$ cat config.mk
export PLATFORM = sky130hd
export DESIGN_NAME = cam_table_arbiter
export DESIGN_NICKNAME = d
export VERILOG_FILES = /design/src/rtl/cam_table_arbiter.sv
export SDC_FILE = /design/constraint.sdc
export NUM_CORES = 1
export LEC_CHECK = 0
export CORE_ASPECT_RATIO = 0.5
export CORE_MARGIN = 5
export CORE_UTILIZATION = 44
export DETAILED_ROUTE_END_ITERATION = 12
export GPL_TIMING_DRIVEN = 0
export PLACE_DENSITY = 0.77
export SLEW_MARGIN = 30
export SYNTH_ARGS = -nofsm -noshare
export SYNTH_HDL_FRONTEND = slang
export SYNTH_SLANG_ARGS = --single-unit
$ cat constraint.sdc
create_clock -name clock -period 1.95 [get_ports clock]
set_clock_uncertainty 0.1 [all_clocks]
set_input_delay 0.39 -clock clock [delete_from_list [all_inputs] [get_ports clock]]
set_output_delay 0.39 -clock clock [all_outputs]
set_load 0.01 [all_outputs]
$ cat src/rtl/cam_table_arbiter.sv
// Round-robin arbiter sharing a single-port MAC CAM table between port
// orchestrators; serves learn (write) and lookup (linear scan) requests and
// maintains per-entry valid bits with 2-bit age counters.
module cam_table_arbiter #(
  parameter int unsigned NUMBER_OF_CLIENTS = 2,
  parameter int unsigned TABLE_DEPTH       = 16,
  parameter logic [15:0] AGE_PERIOD        = 16'hFFFF
) (
  input  logic                                clock,
  input  logic                                reset_n,
  input  logic [NUMBER_OF_CLIENTS-1:0]        client_request,
  input  logic [NUMBER_OF_CLIENTS-1:0]        client_write,
  input  logic [NUMBER_OF_CLIENTS-1:0][47:0]  client_mac,
  input  logic [NUMBER_OF_CLIENTS-1:0][3:0]   client_port,
  input  logic                                table_flush,
  input  logic [47:0]                         cam_table_read_data,
  output logic [NUMBER_OF_CLIENTS-1:0]        client_done,
  output logic                                client_hit,
  output logic [3:0]                          client_hit_index,
  output logic [3:0]                          cam_table_read_address,
  output logic [3:0]                          cam_table_write_address,
  output logic [47:0]                         cam_table_write_data,
  output logic                                cam_table_write_data_valid,
  output logic [TABLE_DEPTH-1:0]              entry_valid
);

  localparam int unsigned MAC_W    = 48;
  localparam int unsigned ADDR_W   = 4;
  localparam int unsigned AGE_W    = 16;
  localparam int unsigned CLIENT_W = (NUMBER_OF_CLIENTS > 1) ? $clog2(NUMBER_OF_CLIENTS) : 1;
  localparam logic [ADDR_W-1:0] LAST_ADDR = ADDR_W'(TABLE_DEPTH - 1);

  typedef enum logic [1:0] {
    S_IDLE,
    S_READ_WAIT,
    S_COMPARE
  } state_t;

  state_t                         state_q;
  logic [CLIENT_W-1:0]            last_grant_q;
  logic [CLIENT_W-1:0]            client_q;
  logic [MAC_W-1:0]               mac_q;
  logic [NUMBER_OF_CLIENTS-1:0]   done_q;
  logic                           hit_q;
  logic [ADDR_W-1:0]              hit_index_q;
  logic [ADDR_W-1:0]              rd_addr_q;
  logic [ADDR_W-1:0]              wr_addr_q;
  logic [MAC_W-1:0]               wr_data_q;
  logic                           wr_valid_q;
  logic [TABLE_DEPTH-1:0]         entry_valid_q;
  logic [1:0]                     age_q [TABLE_DEPTH];
  logic [AGE_W-1:0]               age_cnt_q;

  logic [NUMBER_OF_CLIENTS-1:0]   eligible;
  logic                           grant_found;
  logic [CLIENT_W-1:0]            grant_idx;
  int unsigned                    cand;
  logic                           g_write;
  logic [MAC_W-1:0]               g_mac;
  logic [ADDR_W-1:0]              g_port;
  logic                           port_in_range;
  logic                           learn_fire;
  logic                           age_tick;
  logic [NUMBER_OF_CLIENTS-1:0]   grant_onehot;
  logic [NUMBER_OF_CLIENTS-1:0]   client_onehot;

  // A client whose done is showing is masked so the finished transaction is not re-granted.
  assign eligible = client_request & ~done_q;

  // Round-robin search starting one past the last granted client.
  always_comb begin
    grant_found = 1'b0;
    grant_idx   = '0;
    cand        = 0;
    for (int unsigned off = 1; off <= NUMBER_OF_CLIENTS; off++) begin
      cand = (32'(last_grant_q) + off) % NUMBER_OF_CLIENTS;
      if (!grant_found && eligible[CLIENT_W'(cand)]) begin
        grant_found = 1'b1;
        grant_idx   = CLIENT_W'(cand);
      end
    end
  end

  assign g_write       = client_write[grant_idx];
  assign g_mac         = client_mac[grant_idx];
  assign g_port        = client_port[grant_idx];
  assign port_in_range = ({1'b0, g_port} < 5'(TABLE_DEPTH));
  assign learn_fire    = (state_q == S_IDLE) && grant_found && g_write && port_in_range;
  assign age_tick      = (age_cnt_q == (AGE_PERIOD - 16'd1));
  assign grant_onehot  = NUMBER_OF_CLIENTS'(1) << grant_idx;
  assign client_onehot = NUMBER_OF_CLIENTS'(1) << client_q;

  // Arbitration / scan FSM with registered table and client outputs.
  always_ff @(posedge clock or negedge reset_n) begin
    if (!reset_n) begin
      state_q      <= S_IDLE;
      last_grant_q <= CLIENT_W'(NUMBER_OF_CLIENTS - 1);
      client_q     <= '0;
      mac_q        <= '0;
      done_q       <= '0;
      hit_q        <= 1'b0;
      hit_index_q  <= '0;
      rd_addr_q    <= '0;
      wr_addr_q    <= '0;
      wr_data_q    <= '0;
      wr_valid_q   <= 1'b0;
    end else begin
      done_q      <= '0;
      wr_valid_q  <= 1'b0;
      hit_q       <= 1'b0;
      hit_index_q <= '0;
      case (state_q)
        S_IDLE: begin
          if (grant_found) begin
            last_grant_q <= grant_idx;
            client_q     <= grant_idx;
            mac_q        <= g_mac;
            if (g_write) begin
              done_q <= grant_onehot;
              if (port_in_range) begin
                wr_addr_q   <= g_port;
                wr_data_q   <= g_mac;
                wr_valid_q  <= 1'b1;
                hit_q       <= 1'b1;
                hit_index_q <= g_port;
              end
            end else begin
              rd_addr_q <= '0;
              state_q   <= S_READ_WAIT;
            end
          end
        end
        S_READ_WAIT: begin
          state_q <= S_COMPARE;
        end
        S_COMPARE: begin
          if (entry_valid_q[rd_addr_q] && (cam_table_read_data == mac_q)) begin
            done_q      <= client_onehot;
            hit_q       <= 1'b1;
            hit_index_q <= rd_addr_q;
            state_q     <= S_IDLE;
          end else if (rd_addr_q == LAST_ADDR) begin
            done_q  <= client_onehot;
            state_q <= S_IDLE;
          end else begin
            rd_addr_q <= rd_addr_q + ADDR_W'(1);
            state_q   <= S_READ_WAIT;
          end
        end
        default: begin
          state_q <= S_IDLE;
        end
      endcase
    end
  end

  // Per-entry valid/age: learn beats flush, flush beats age tick.
  always_ff @(posedge clock or negedge reset_n) begin
    if (!reset_n) begin
      entry_valid_q <= '0;
      for (int unsigned i = 0; i < TABLE_DEPTH; i++) begin
        age_q[i] <= 2'd0;
      end
    end else begin
      for (int unsigned i = 0; i < TABLE_DEPTH; i++) begin
        if (learn_fire && (g_port == ADDR_W'(i))) begin
          entry_valid_q[i] <= 1'b1;
          age_q[i]         <= 2'd0;
        end else if (table_flush) begin
          entry_valid_q[i] <= 1'b0;
          age_q[i]         <= 2'd0;
        end else if (age_tick && entry_valid_q[i]) begin
          if (age_q[i] == 2'd3) begin
            entry_valid_q[i] <= 1'b0;
          end else begin
            age_q[i] <= age_q[i] + 2'd1;
          end
        end
      end
    end
  end

  // Free-running age timer, wraps after the tick.
  always_ff @(posedge clock or negedge reset_n) begin
    if (!reset_n) begin
      age_cnt_q <= '0;
    end else if (age_tick) begin
      age_cnt_q <= '0;
    end else begin
      age_cnt_q <= age_cnt_q + AGE_W'(1);
    end
  end

  assign client_done                = done_q;
  assign client_hit                 = hit_q;
  assign client_hit_index           = hit_index_q;
  assign cam_table_read_address     = rd_addr_q;
  assign cam_table_write_address    = wr_addr_q;
  assign cam_table_write_data       = wr_data_q;
  assign cam_table_write_data_valid = wr_valid_q;
  assign entry_valid                = entry_valid_q;

endmodule

# ---- After elaboration in Yosys (flattened, before gate mapping)
# Index checks and enable logic that the tools add are counted.
dict set report totals {
  output_inout_bits 80
  elab_cells 405
  input_bits 159
  reg_bits 180
}
dict set report classes {
  n_lt_le_gt_ge 4
  n_shift 2
  add_sub_neg 20
  reduce_logical 108
  bitwise 2
  n_eq_ne 56
  n_mux 169
}
# cell n
set op_table {}
lappend op_table {{2-to-1 mux 2 bit} 70}
lappend op_table {{2-to-1 mux 48 bit} 2}
lappend op_table {{nonzero test 3 bit} 32}
lappend op_table {{2-to-1 mux 1 bit} 81}
lappend op_table {{AND reduction 2 bit} 34}
lappend op_table {{equality test 48 bit} 1}
lappend op_table {{!= test 3 bit (second input constant)} 16}
lappend op_table {{equality test 4 bit (second input constant)} 9}
lappend op_table {{logical AND 1 bit} 36}
lappend op_table {{2-to-1 mux 4 bit} 9}
lappend op_table {{equality test 2 bit (second input constant)} 17}
lappend op_table {{adder 2 x 1 -> 2 bit (second input constant)} 16}
lappend op_table {{adder 16 x 1 -> 16 bit (second input constant)} 1}
lappend op_table {{equality test 16 bit (second input constant)} 1}
lappend op_table {{equality test 4 x 3 -> 1 bit (second input constant)} 4}
lappend op_table {{2-to-1 mux 16 bit} 1}
lappend op_table {{one-hot mux 4 bit (2 select lines)} 2}
lappend op_table {{equality test 4 x 2 -> 1 bit (second input constant)} 2}
lappend op_table {{!= test 2 bit (second input constant)} 4}
lappend op_table {{< comparator 1 x 2 -> 1 bit (second input constant)} 3}
lappend op_table {{one-hot mux 2 bit (3 select lines)} 1}
lappend op_table {{< comparator 4 x 5 -> 1 bit (second input constant)} 1}
lappend op_table {{AND reduction 5 bit} 1}
lappend op_table {{adder 4 x 1 -> 4 bit (second input constant)} 1}
lappend op_table {{14 further kinds} 16}

# ---- Logic depth before layout (Yosys ltp)
dict set report logic_depth {
  ltp_word 14
  mapped_depth 10
  depth_no_buf 8
}

# ---- Worst setup path after synthesis
# OpenSTA, ideal clock, no wires.
dict set report synth_path {
  path_type {input port to flip-flop}
  start {input client_request[1]}
  end {register wr_addr_q[0] (netlist: cam_table_write_address[0])}
  cell_stages 9
  setup_slack_ns -0.200
  required_ns 1.713
  n_path_buf 3
  setup_ns 0.137
  arrival_time_ns 1.913
  cell_sequence {nor2b_1 o21ai_0 nand2b_1 clkbuf_1 clkinv_1 clkbuf_1 clkbuf_1 nor2_1 a21oi_1}
}
dict set report synth_between {
  elab_chain_cells 10
  word_cells_on_any_way 16
  classes_between {mux: 12; bitwise: 1; reduce/logical: 3}
}
# element line_no
set synth_lines {}
lappend synth_lines {{start, declared} 11} ;# input logic [NUMBER_OF_CLIENTS-1:0] client_request,
lappend synth_lines {{bitwise AND 2 bit (*)} 68} ;# assign eligible = client_request & ~done_q;
lappend synth_lines {{2-to-1 mux 1 bit (implied by the code) (2 in a row)} 77} ;# if (!grant_found && eligible[CLIENT_W'(cand)]) begin
lappend synth_lines {{2-to-1 mux 1 bit} 77}
lappend synth_lines {{zero test 1 bit} 77}
lappend synth_lines {{logical AND 1 bit} 77}
lappend synth_lines {{2-to-1 mux 1 bit} 77}
lappend synth_lines {{2-to-1 mux 1 bit (implied by the code) (2 in a row)} 84} ;# assign g_write = client_write[grant_idx];
lappend synth_lines {{AND reduction 3 bit (no source line)} n/a}
lappend synth_lines {{end signal, assigned} 121} ;# wr_addr_q <= g_port;
lappend synth_lines {{end, declared} 47} ;# logic [ADDR_W-1:0] wr_addr_q;
# Every way passes the cells marked *; elsewhere a longest branch is shown, timed or not. The select of a mux whose other input is x is not followed.
# A chain may end at the register's enable or synchronous reset.

# ---- Worst setup path after layout
dict set report layout_path {
  start {register rd_addr_q[0] (netlist: cam_table_read_address[0])}
  end {register rd_addr_q[1] (netlist: cam_table_read_address[1])}
}
dict set report layout_between {
  elab_chain_cells 5
  word_cells_on_any_way 11
  classes_between {add/sub: 1; eq/ne: 3; mux: 5; reduce/logical: 2}
}
# element line_no
set layout_lines {}
lappend layout_lines {{start, declared} 46} ;# logic [ADDR_W-1:0] rd_addr_q;
lappend layout_lines {{start signal, assigned} 146} ;# rd_addr_q <= rd_addr_q + ADDR_W'(1);
lappend layout_lines {{binary-select mux 1 bit (select 4 bit)} 137} ;# if (entry_valid_q[rd_addr_q] && (cam_table_read_data == mac_q)) begin
lappend layout_lines {{2-to-1 mux 1 bit (implied by the code)} 137}
lappend layout_lines {{logical AND 1 bit} 137}
lappend layout_lines {{!= test 2 bit (no source line)} n/a}
lappend layout_lines {{AND reduction 5 bit (no source line)} n/a}
# Parallel ways exist; a longest one is shown, timed or not. The select of a mux whose other input is x is not followed.

==> results.py <==
metrics = {
    "global_route": {
        "grt.total_usage": 0.230,
        "grt_pass1_wl_mm": 41.6,
        "grt_max_degree": 89,
        "grt_pass1_vias": 7917,
        "grt_overflow": 0,
        "antenna_found_initial": 1,
    },
    "clock_tree": {
        "clock_path_buffers": 2,
        "cts.sinks": 180,
        "cts_tree": "built",
        "clock-root-buffer": "clkbuf_16",
        "htreeDepth": 4,
        "clkTransAtPathRegs_ns": 0.08,
        "cts_buffers": 17,
        "insertion_delay_ns": 0.44,
    },
    "setup_path": {
        "startpoint_type": "flop",
        "crit_arrival_ns": 2.53,
        "crit_family": "multiplexers",
        "rrSetupSlack_ns": -0.33,
        "worstSetupEndpointType": "flop",
        "path_cells": "buf_6 > mux4_2 > mux2i_2 > mux2i_2 > nand4_1 > buf_6 > o2bb2ai_4 > mux2i_1",
        "cp.depth": 8,
        "critPathMaxStageDelay_ns": 0.53,
        "worst-path-max-fanout": 7,
        "worst_path_max_delay_cell": "mux4_2",
        "path_class": "reg -> reg",
        "cp_num_buf_inv": 2,
        "worst-endpoint-required_ns": 2.20,
        "reg2reg_depth": 8,
    },
    "route": {
        "wl_met3_mm": 1.51,
        "drtIter0Drc": 382,
        "viasPerCell": 5.44,
        "met1Wirelength_mm": 11.5,
        "num_vias": 7675,
        "drc": 0,
        "avgRoutedWirePerCell_um": 20.4,
        "first_pass_iters": 5,
        "drt-total-wl_mm": 28.8,
        "routed.top_layer": "met4",
        "wl_met2_mm": 15.0,
        "ant_nets": 0,
    },
    "yosys": {
        "yosys-top-cells-area": "dfrtp_1 52%, mux2i_1 8.2%, xnor2_1 6.3%",
        "synth-seq-cells": 180,
        "synth_commonest_cells": "179 x dfrtp_1, 83 x nand2_1, 82 x nor2_1, 71 x mux2i_1, 63 x xnor2_1",
        "yosysMostFrequentCell": "dfrtp_1",
        "synth-adder-area-share": 0.0273,
        "synthXorXnorAreaFrac": 0.0745,
        "yosysWarnings": 0,
        "synth_edf_count": 0,
        "synth-main-ff-cell": "dfrtp_1",
        "synth-simple-area-share": 0.165,
        "synth-compound-area-share": 0.0999,
        "synth_cell_types": 47,
        "syn_area_per_cell_um2": 10.6,
        "synth_area_um2": 8690,
        "synth_cells": 820,
        "synth_mux_area_frac": 0.0921,
        "syn_nets": 998,
        "ys_async_sr_fraction": 1.00,
        "synth_top_area_cell": "dfrtp_1",
        "synth.top_cell.area_share": 0.515,
        "synth_top_family_by_area": "simple AND/OR/NAND/NOR gates",
        "yosysSeqAreaShare": 0.518,
    },
    "power_and_ir_drop": {
        "p_total_uw": 15400,
        "worst_ir_drop_vdd_uv": 811,
        "p_per_area_nw_per_um2": 1150,
        "leakagePower_uw": 0.00561,
    },
    "cells_and_area": {
        "synthToLayoutAreaGrowth_pct": 54.8,
        "fin_util": 0.691,
        "fin_area_um2": 13500,
        "drive_above_1_share": 0.216,
        "nNetsFinal": 1309,
        "fill_cells": 1423,
    },
    "run_status": {
        "status": "finished with violations",
        "violations": "setup timing",
    },
    "timing": {
        "fmax_mhz": 438,
        "maxSlewHeadroom": 0.593,
        "min_period_ns": 2.28,
        "timing.final.ws_setup_ns": -0.335,
        "rsz0062_at_grt": "yes",
        "period_share": 1.17,
        "maxSlewViolCount": 0,
        "worst_pin_slew_ns": 0.611,
        "setup_viol": 56,
        "setup-tns-final_ns": -8.91,
        "finalHoldViolations": 0,
    },
    "placement": {
        "hpwl_mm": 19.6,
        "placed_area_um2": 11500,
        "port_buffers": 238,
        "place_congestion": 0.835,
    },
    "floorplanning": {
        "rows": 36,
        "dieArea_um2": 22800,
        "start_util": 0.447,
        "core_area_um2": 19500,
        "boundaryPins": 239,
        "die_y_um": 109,
        "die_w_um": 209,
    },
    "worst_hold_path": {
        "hp-class": "in -> async",
    },
    "run": {
        "maxCapViolCount": 0,
    },
}
==> registers in the layout, summed over array words and instances (netlist names), 2 cells and up <==
| register | flops |
|---|---|
| client_hit_index | 4 |
| cam_table_read_address | 4 |
| cam_table_write_data | 48 |
| cam_table_write_address | 4 |
| age_cnt_q | 16 |
| age_q | 32 |
| client_done | 2 |
| entry_valid | 16 |
| mac_q | 48 |
| state_q | 2 |
==> kinds of logic after synthesis <==
group,after synthesis
compound gates,151
xor+xnor,74
fa+ha+maj,19
buf+inv,45
flops,180
mux,75
simple gates,276
==> path summary, 6_finish.rpt <==
kind	start	to
max	cam_table_read_address[0]	cam_table_read_address[1]
max reg2reg	cam_table_read_address[0]	cam_table_read_address[1]
max in group asynchronous	reset_n	entry_valid[15]
min reg2reg	state_q[1]	state_q[1]
min	reset_n	cam_table_write_data[34]
min in group clock	state_q[1]	state_q[1]
==> placed cells by master, fill, tap and decap left out, types with 19 or more instances in the layout <==
cell / synthesis / routed
a21oi_1: 59 / 56
buf_4: 0 / 37
clkbuf_16: 0 / 19
clkdlybuf4s50_1: 0 / 231
dfrtp_1: 179 / 174
ha_1: 19 / 19
mux2i_1: 71 / 45
nand2_1: 83 / 79
nor2_1: 82 / 55
nor3_1: 31 / 26
o21ai_0: 59 / 53
xnor2_1: 63 / 60
==> routing by layer <==
metal | vias to the layer above | track usage
met2 | 219 | 0.411
met3 | 52 | 0.0530
met5 | - | 0
li1 | 3508 | -
met1 | 3896 | 0.281
met4 | 0 | 0.0749
==> report_power, final <==
group / internal [uW] / total (uW) / switching, uW
sequential: 4900 / 5740 / 850
combinational: 3250 / 6420 / 3170
clock: 1680 / 3270 / 1590
==> what timing repair did <==
| item | 4_1_cts | 5_1_grt |
|---|---|---|
| endpoints found under the setup margin | 180 | 173 |
| hold endpoints to repair | 92 | 0 |
| pin swaps | 25 | 36 |
| setup buffers | 26 | 22 |
| gates cloned | 1 | 3 |
| hold buffers | 1 | 0 |
| resized for setup | 102 | 139 |
==> final cells by class <==
cell class              count  area (um2)  area share
diodes                      1        2.50    0.000186
multi-input cells         595        4710       0.350
flip-flops and latches    180        4510       0.335
clock buffers              19         443      0.0329
repair buffers            292        2940       0.218
plain buffers              38         380      0.0283
clock inverters            13        98.8     0.00735
repair inverters            1        8.76    0.000651
inverters                   6        35.0     0.00260
well taps                 266         333      0.0247
==> stage by stage <==
stage	instances	worst slack [ns]	hold slack [ns]
final	1411	-0.335	0.256
after global routing	1411	-0.394	0.276
after CTS	1386	-0.237	0.253
after floorplan	820	-0.128	-0.00559
after global placement	1324	-6.96	0.356
after detailed placement	1326	-1.01	0.117
Note: power is estimated with default switching activity, not from simulation.
